--- config.mk ---
export PLATFORM = sky130hd
export DESIGN_NAME = chunked_adder_flat
export DESIGN_NICKNAME = d
export VERILOG_FILES = /design/src/rtl/chunked_adder_if.sv /design/src/rtl/chunked_adder.sv /design/src/flat_wrapper.sv
export SDC_FILE = /design/constraint.sdc
export NUM_CORES = 1
export LEC_CHECK = 0
export ABC_AREA = 1
export BUFFER_PORTS_ARGS = -buffer_cell sky130_fd_sc_hd__buf_2
export CORE_MARGIN = 1.5
export CORE_UTILIZATION = 58
export DETAILED_ROUTE_END_ITERATION = 7
export HOLD_SLACK_MARGIN = 0.03
export PLACE_DENSITY = 0.85
export SYNTH_ARGS = -nofsm -noshare
export SYNTH_HDL_FRONTEND = slang
export SYNTH_SLANG_ARGS = --single-unit
--- constraint.sdc ---
create_clock -name clk -period 4.97 [get_ports clk]
set_input_delay 0.7455 -clock clk [delete_from_list [all_inputs] [get_ports clk]]
set_output_delay 0.7455 -clock clk [all_outputs]
set_load 0.01 [all_outputs]
--- src/rtl/chunked_adder_if.sv ---
// chunked_adder_if: operand/result handshake bundle for chunked_adder.
// master drives operands and accepts results; slave is the adder itself.
interface chunked_adder_if #(
    parameter int WIDTH = 32
);
    logic             in_valid;
    logic             in_ready;
    logic [WIDTH-1:0] a;
    logic [WIDTH-1:0] b;
    logic             cin;
    logic             sub;
    logic             out_valid;
    logic             out_ready;
    logic [WIDTH-1:0] sum;
    logic             cout;
    logic             ovf;
    logic             zero;

    modport master (
        output in_valid, a, b, cin, sub, out_ready,
        input  in_ready, out_valid, sum, cout, ovf, zero
    );

    modport slave (
        input  in_valid, a, b, cin, sub, out_ready,
        output in_ready, out_valid, sum, cout, ovf, zero
    );
endinterface

--- src/rtl/chunked_adder.sv ---
// chunked_adder: multi-cycle WIDTH-bit add/subtract, CHUNK bits per clock,
// carry held in a flop between slices. Operands are captured on acceptance
// and shifted right one chunk per busy cycle; the result is shifted in from
// the top so that after N slices it sits in place.
// Optional feature macro: CHUNKED_ADDER_FLAGS_EN (ovf/zero flags; tied 0 if undefined).
module chunked_adder #(
    parameter int WIDTH = 32,
    parameter int CHUNK = 4
) (
    input  logic           clk,
    input  logic           rst_n,
    chunked_adder_if.slave bus
);
    localparam int N  = WIDTH / CHUNK;
    localparam int CW = (N > 1) ? $clog2(N) : 1;
    localparam logic [CW-1:0] LAST = CW'(N - 1);

    typedef enum logic [1:0] {IDLE, BUSY, DONE} state_t;

    state_t           state;
    state_t           state_nxt;
    logic [WIDTH-1:0] op_a;
    logic [WIDTH-1:0] op_b;
    logic             carry;
    logic [CW-1:0]    cnt;
    logic [WIDTH-1:0] sum_r;
    logic             cout_r;
    logic [CHUNK:0]   part;
    logic [WIDTH-1:0] sum_shift;
    logic             accept;
    logic             busy;
    logic             last;

    // One CHUNK-bit ripple: {carry out, slice sum}
    function automatic logic [CHUNK:0] add_chunk(input logic [CHUNK-1:0] x,
                                                 input logic [CHUNK-1:0] y,
                                                 input logic             c);
        add_chunk = {1'b0, x} + {1'b0, y} + {{CHUNK{1'b0}}, c};
    endfunction

    assign accept = (state == IDLE) && bus.in_valid;
    assign busy   = (state == BUSY);
    assign last   = (cnt == LAST);
    assign part   = add_chunk(op_a[CHUNK-1:0], op_b[CHUNK-1:0], carry);

    generate
        if (N == 1) begin : g_single
            assign sum_shift = part[CHUNK-1:0];
        end else begin : g_multi
            assign sum_shift = {part[CHUNK-1:0], sum_r[WIDTH-1:CHUNK]};
        end
    endgenerate

    // State register
    always_ff @(posedge clk or negedge rst_n) begin
        if (!rst_n) state <= IDLE;
        else        state <= state_nxt;
    end

    // Next-state decode
    always_comb begin
        state_nxt = state;
        case (state)
            IDLE:    if (bus.in_valid) state_nxt = BUSY;
            BUSY:    if (last)         state_nxt = DONE;
            DONE:    if (bus.out_ready) state_nxt = IDLE;
            default: state_nxt = IDLE;
        endcase
    end

    // Handshake outputs decoded straight from the state register
    always_comb begin
        bus.in_ready  = (state == IDLE);
        bus.out_valid = (state == DONE);
    end

    // Operand shifters: subtrahend is inverted at capture, lowest chunk feeds the adder
    always_ff @(posedge clk) begin
        if (accept) begin
            op_a <= bus.a;
            op_b <= bus.sub ? ~bus.b : bus.b;
        end else if (busy) begin
            op_a <= op_a >> CHUNK;
            op_b <= op_b >> CHUNK;
        end
    end

    // Carry flop, chunk counter, sum and carry-out; cleared by reset, so an aborted op leaves nothing behind
    always_ff @(posedge clk or negedge rst_n) begin
        if (!rst_n) begin
            carry  <= 1'b0;
            cnt    <= '0;
            sum_r  <= '0;
            cout_r <= 1'b0;
        end else if (accept) begin
            carry <= bus.sub | bus.cin;
            cnt   <= '0;
        end else if (busy) begin
            carry <= part[CHUNK];
            sum_r <= sum_shift;
            if (last) cout_r <= part[CHUNK];
            else      cnt    <= cnt + CW'(1);
        end
    end

    assign bus.sum  = sum_r;
    assign bus.cout = cout_r;

`ifdef CHUNKED_ADDER_FLAGS_EN
    logic ovf_r;
    logic zero_r;
    logic zacc;

    // Flags: ovf = carry into MSB xor carry out; zero accumulated slice by slice to keep the path short
    always_ff @(posedge clk or negedge rst_n) begin
        if (!rst_n) begin
            ovf_r  <= 1'b0;
            zero_r <= 1'b0;
            zacc   <= 1'b0;
        end else if (accept) begin
            zacc <= 1'b1;
        end else if (busy) begin
            zacc <= zacc & (part[CHUNK-1:0] == '0);
            if (last) begin
                ovf_r  <= part[CHUNK] ^ part[CHUNK-1] ^ op_a[CHUNK-1] ^ op_b[CHUNK-1];
                zero_r <= zacc & (part[CHUNK-1:0] == '0);
            end
        end
    end

    assign bus.ovf  = ovf_r;
    assign bus.zero = zero_r;
`else
    assign bus.ovf  = 1'b0;
    assign bus.zero = 1'b0;
`endif
endmodule

--- src/flat_wrapper.sv ---
// flat-port wrapper written by rule: the top's interface ports become plain ports
module chunked_adder_flat 
#(
    parameter int WIDTH = 32,
    parameter int CHUNK = 4
)
  (clk, rst_n, bus_in_valid, bus_a, bus_b, bus_cin, bus_sub, bus_out_ready, bus_in_ready, bus_out_valid, bus_sum, bus_cout, bus_ovf, bus_zero);
  chunked_adder_if #(.WIDTH(WIDTH)) bus_i ();
  input  logic clk;
  input  logic rst_n;
  input wire logic [$bits(bus_i.in_valid)-1:0] bus_in_valid;
  input wire logic [$bits(bus_i.a)-1:0] bus_a;
  input wire logic [$bits(bus_i.b)-1:0] bus_b;
  input wire logic [$bits(bus_i.cin)-1:0] bus_cin;
  input wire logic [$bits(bus_i.sub)-1:0] bus_sub;
  input wire logic [$bits(bus_i.out_ready)-1:0] bus_out_ready;
  output wire logic [$bits(bus_i.in_ready)-1:0] bus_in_ready;
  output wire logic [$bits(bus_i.out_valid)-1:0] bus_out_valid;
  output wire logic [$bits(bus_i.sum)-1:0] bus_sum;
  output wire logic [$bits(bus_i.cout)-1:0] bus_cout;
  output wire logic [$bits(bus_i.ovf)-1:0] bus_ovf;
  output wire logic [$bits(bus_i.zero)-1:0] bus_zero;
  assign bus_i.in_valid = bus_in_valid;
  assign bus_i.a = bus_a;
  assign bus_i.b = bus_b;
  assign bus_i.cin = bus_cin;
  assign bus_i.sub = bus_sub;
  assign bus_i.out_ready = bus_out_ready;
  assign bus_in_ready = bus_i.in_ready;
  assign bus_out_valid = bus_i.out_valid;
  assign bus_sum = bus_i.sum;
  assign bus_cout = bus_i.cout;
  assign bus_ovf = bus_i.ovf;
  assign bus_zero = bus_i.zero;
  chunked_adder #(.WIDTH(WIDTH), .CHUNK(CHUNK)) u_core (.clk(clk), .rst_n(rst_n), .bus(bus_i));
endmodule
# [Word level (Yosys, flattened, before mapping)]
# Cells that the tools add are included.
# Widths: inputs -> output; s select.
[totals] in_bits=70 output_inout_bits=37 register_bits=103
[op_classes] reduce_logical=7 mux=14 addsub=3 bitwise_logic=3 eq_ne=7
[ops] operator="$mux 32" count=5
[ops] operator="$not 32->32" count=1
[ops] operator="$mux 3" count=3
[ops] operator="$mux 2" count=3
[ops] operator="$ne 2x2->1 const B" count=3
[ops] operator="$pmux 2 s3" count=1
[ops] operator="$reduce_and 3->1" count=2
[ops] operator="$add 4x4->5" count=1
[ops] operator="$add 5x1->5" count=1
[ops] operator="$reduce_and 2->1" count=2
[ops] operator="$add 3x1->3 const B" count=1
[ops] operator="$eq 3x3->1 const B" count=1
[ops] operator="$eq 2x1->1 const B" count=1
[ops] operator="$eq 2x2->1 const B" count=1
[ops] operator="$logic_not 2->1" count=1
[ops] operator="$mux 1" count=2
[ops] operator="$ne 2x1->1 const B" count=1
[ops] operator="$reduce_bool 2->1" count=1
[ops] operator="$logic_and 1x1->1" count=1
[ops] operator="$not 1->1" count=1
[ops] operator="$or 1x1->1" count=1

# [Longest topological paths before layout]
[depth] word_depth=4 mapped_depth=8 ltp_nobuf=8

# [Least setup slack after synthesis]
# OpenSTA, ideal clock, no wires.
[synth_timing] path_kind="input to register" startpoint="input port bus_in_valid" endpoint="register u_core.op_a[0] (enable)" path_slack_ns=2.448 setup_ns=0.418 t_arrival_ns=2.104 t_required_ns=4.552 cell_stages=2 path_buffers=0 cell_sequence="o21ai_0 > inv_1"
[synth_via] elab_chain_len=2
[synth_lines] item="start, declared" line="flat_wrapper.sv:11" text="input wire logic [$bits(bus_i.in_valid)-1:0] bus_in_valid;"
[synth_lines] item="$logic_and 1x1->1" line="chunked_adder.sv:41" text="assign accept = (state == IDLE) && bus.in_valid;"
[synth_lines] item="$reduce_bool 2->1 (no source line)"
[synth_lines] item="end signal, assigned" line="chunked_adder.sv:80" text="op_a <= bus.a;"
[synth_lines] item="end signal, assigned" line="chunked_adder.sv:83" text="op_a <= op_a >> CHUNK;"
[synth_lines] item="end, declared" line="chunked_adder.sv:22" text="logic [WIDTH-1:0] op_a;"
# No other way between the ends.
# A chain may end at the register's enable or synchronous reset.

# [Worst setup path after layout]
[layout_timing] startpoint="register u_core.state[1]" endpoint="register u_core.sum_r[31] (netlist: u_core.bus.sum[31])"
[layout_via] elab_chain_len=4 word_cells_on_any_way=5
[layout_lines] item="start, declared" line="chunked_adder.sv:20" text="state_t state;"
[layout_lines] item="start signal, assigned" line="chunked_adder.sv:57" text="else state <= state_nxt;"
[layout_lines] item="$logic_not 2->1" line="chunked_adder.sv:41"
[layout_lines] item="$logic_and 1x1->1" line="chunked_adder.sv:41"
[layout_lines] item="$not 1->1 (no source line)"
[layout_lines] item="$reduce_and 2->1 (no source line) (*)"
[layout_lines] item="end signal, assigned" line="chunked_adder.sv:100" text="sum_r <= sum_shift;"
[layout_lines] item="end, declared" line="chunked_adder.sv:26" text="logic [WIDTH-1:0] sum_r;"
# Every way passes the cells marked *; elsewhere a longest branch is shown, timed or not.

==> impl_metrics.csv <==
group,metric,value,unit
power_and_ir_drop,cellPowerDensity,614,mW/mm^2
grt,antenna_found_initial,0,
finish,fin_cells,652,
clock_tree,hold_buffers,0,
placed_design,dp_cells,636,
clock_tree,numCtsBuffers,9,
finish,final_common_cell,"nand2_1",
power_and_ir_drop,p_clk_share,16.3,%
sta,finalHoldViolCount,0,
logic_synthesis,synth_compound_area_share,6.89,%
grt,track_usage,22.1,%
routing,wl_per_cell,13.1,um
routing,drt_pre_antenna_iters,5,
floorplanning,ios,107,
worst_hold_path,hold_class,"input port to asynchronous set/reset pin",
floorplanning,die-width,92.2,um
sta,setup_viol,0,
setup_path,worst-path-buf-inv,2,
logic_synthesis,ys_seq_area_share,62.8,%
placed_design,hpwl,5700,um
logic_synthesis,ys_types,23,
power_and_ir_drop,p_leak,2.55,nW
routing,wirelength,8560,um
clock_tree,clk_latency,0.37,ns
logic_synthesis,syn-instance-count,452,
clock_tree,htreeDepth,3,
placed_design,place.gp.congestion,0.782,
logic_synthesis,synth_area,0.00461,mm^2
setup_path,worstPathArrival,2.36,ns
logic_synthesis,yosys_warnings,0,
floorplanning,rows,32,
grt,grt_overflow,0,
grt,grtUsageMet2,36.8,%
setup_path,critical_path.max_fanout,37,
clock_tree,root_buffer,"clkbuf_8",
finish,area_delta_synth_final,15.4,%
sta,period_share,41.3,%
run,maxCapViolCount,0,
sta,slew_violations,0,
logic_synthesis,ys_ff_latch,103,
setup_path,cp_slowest_cell,"inv_1",
placed_design,place_area,0.00512,mm^2
routing,drc,0,
floorplanning,fp.dieH,92.2,um
finish,postLayoutCellArea,0.00533,mm^2
setup_path,crit_path_start_kind,"register",
routing,drtIter0Drc,300,
setup_path,slowest_delay,0.76,ns
finish,regArea,0.00290,mm^2
grt,grt.busiest_layer,"met2",
grt,use_met1,28.2,%
grt,grt_pass1_wl,14500,um
grt,use_met3,3.65,%
setup_path,timing.rr.start,"u_core.state[1]$_DFFE_PN0P_",
grt,grt_max_degree,65,
finish,antennaDiodeCount,0,
setup_path,cp_common_cell,"inv_1",
power_and_ir_drop,switchingPower,1.20,mW
clock_tree,path_clk_slew,0.11,ns
finish,multi_input_area,0.00144,mm^2
clock_tree,post_cts_resized,0,
logic_synthesis,yosys.area_share.simple,15.9,%
clock_tree,clockBufferDepth,2,
finish,fillers,575,
floorplanning,fp.coreArea,0.00773,mm^2
clock_tree,cts_tree,"done",
setup_path,crit_path_start,"u_core.state[1]$_DFFE_PN0P_",
logic_synthesis,synth_top_family_by_area,"simple AND/OR/NAND/NOR gates",
clock_tree,cts_setup_buffers,0,
logic_synthesis,synth_area_per_cell,10.2,um^2
sta,fmax,487,MHz
sta,skew,0.0161,ns
setup_path,crit_chain,"inv_1 -> nand2_2 -> inv_1 -> nand3_1 -> nand2_1",
sta,tightest_slew,0.878,ns
setup_path,setup.worst_path.end_class,"register",
power_and_ir_drop,max-vdd-ir-drop,0.274,mV
routing,via_per_inst,5.02,
logic_synthesis,synth_xor_area_share,6.07,%
sta,relSlewSlack,41.5,%
sta,rsz0062_at_grt,"no",
grt,first_global_vias,3237,
floorplanning,die_area,0.00850,mm^2
status,run_status,"finished, final reports clean",
sta,fin_tns_setup,0,ns
sta,fin_crit,2.05,ns
power_and_ir_drop,pwr-share-comb,34.3,%
finish,drive_above_1_share,23.1,%
finish,final_cell_mix,"nand2_1, buf_2, edfxtp_1, o21ai_0, dfrtp_1",
power_and_ir_drop,internal_power,2.07,mW
logic_synthesis,synth_fa_ha_area_share,2.22,%
setup_path,cpLargestDelayFamily,"buffers and inverters",
setup_path,cp_data_required_time,5.27,ns
routing,drtAntennaViolNets,0,
routing,vias,3274,
floorplanning,initial_core_util,59.7,%
finish,layout.nets,622,
setup_path,crit_type,"register to register",
power_and_ir_drop,p_seq_share,49.4,%
clock_tree,clock-sinks,103,
power_and_ir_drop,swShare,36.6,%
logic_synthesis,synthMuxAreaShare,0,%
placed_design,port_buffers,104,
## cells in the mapped netlist (all sizes together)
master	count	area, um^2
nand2	168	636
edfxtp	64	1920
o21ai	59	295
dfrtp	39	976
xnor2	32	280
inv	31	116
buf	18	133
nor2	13	51.3
nand3	9	45.0
clkbuf	7	31.3
ha	5	62.6
a21oi	3	15.0
fa	2	40.0
conb	1	3.75
o31ai	1	7.51
## cells by family after synthesis
kind of cell / count (synthesis)
AO/OA/AOI/OAI: 63
XOR/XNOR: 32
adder cells (fa/ha/maj): 7
buffers and inverters: 56
flip-flops: 103
other: 1
AND/OR/NAND/NOR: 190
## path summary, 6_finish.rpt
kind	slack, ns	end	depth (start not counted)
max	2.92	u_core.bus.sum[31]$_DFFE_PN0P_	5
min	0.46	u_core.bus.sum[4]$_DFFE_PN0P_	1
max reg2reg	2.92	u_core.bus.sum[31]$_DFFE_PN0P_	5
min reg2reg	0.49	u_core.bus.sum[0]$_DFFE_PN0P_	2
max in group asynchronous	3.99	u_core.cnt[2]$_DFFE_PN0P_	1
min in group clk	0.49	u_core.bus.sum[0]$_DFFE_PN0P_	2
## power groups by stage
stage	registers, mW	clock network, mW	logic [mW]
floorplan	1.66	0	0.743
global placement	1.61	0	1.03
detailed placement	1.63	0	1.11
CTS	1.62	0.537	1.13
global route	1.66	0.573	1.30
finish	1.61	0.534	1.12
## area by class of cell
type	instances	area share, %
clock buffer	11	3.05
clock inverter	5	0.869
inverter	31	2.18
multi-input combinational	294	27.0
sequential	103	54.4
tap	102	2.40
timing repair buffer	106	10.1
## flip-flops by register name, summed over array words and instances (netlist names)
| name | count |
|---|---|
| u_core.carry | 1 |
| u_core.op_a | 32 |
| u_core.bus.sum | 32 |
| u_core.bus.cout | 1 |
| u_core.state | 2 |
| u_core.op_b | 32 |
| u_core.cnt | 3 |
## layer usage
layer  wire (um)  share of wire [%]  up-vias
met2        4310                 50      106
li1            -                  -     1636
met3         460                5.4       24
met4         276                3.2        0
met1        3510                 41     1508
met5           0                  0        -
## metrics by stage
| stage | power (mW) | hold slack, ns | setup slack, ns | util, % |
|---|---|---|---|---|
| after floorplan | 2.40 | 0.450 | 2.45 | - |
| after global placement | 2.65 | 0.457 | 2.70 | 66.2 |
| after detailed placement | 2.74 | 0.472 | 2.61 | 66.2 |
| after CTS | 3.29 | 0.491 | 2.94 | 68.9 |
| after global routing | 3.53 | 0.528 | 2.70 | 68.9 |
| final | 3.27 | 0.462 | 2.92 | 68.9 |
Power figures use the tool's default switching activity.
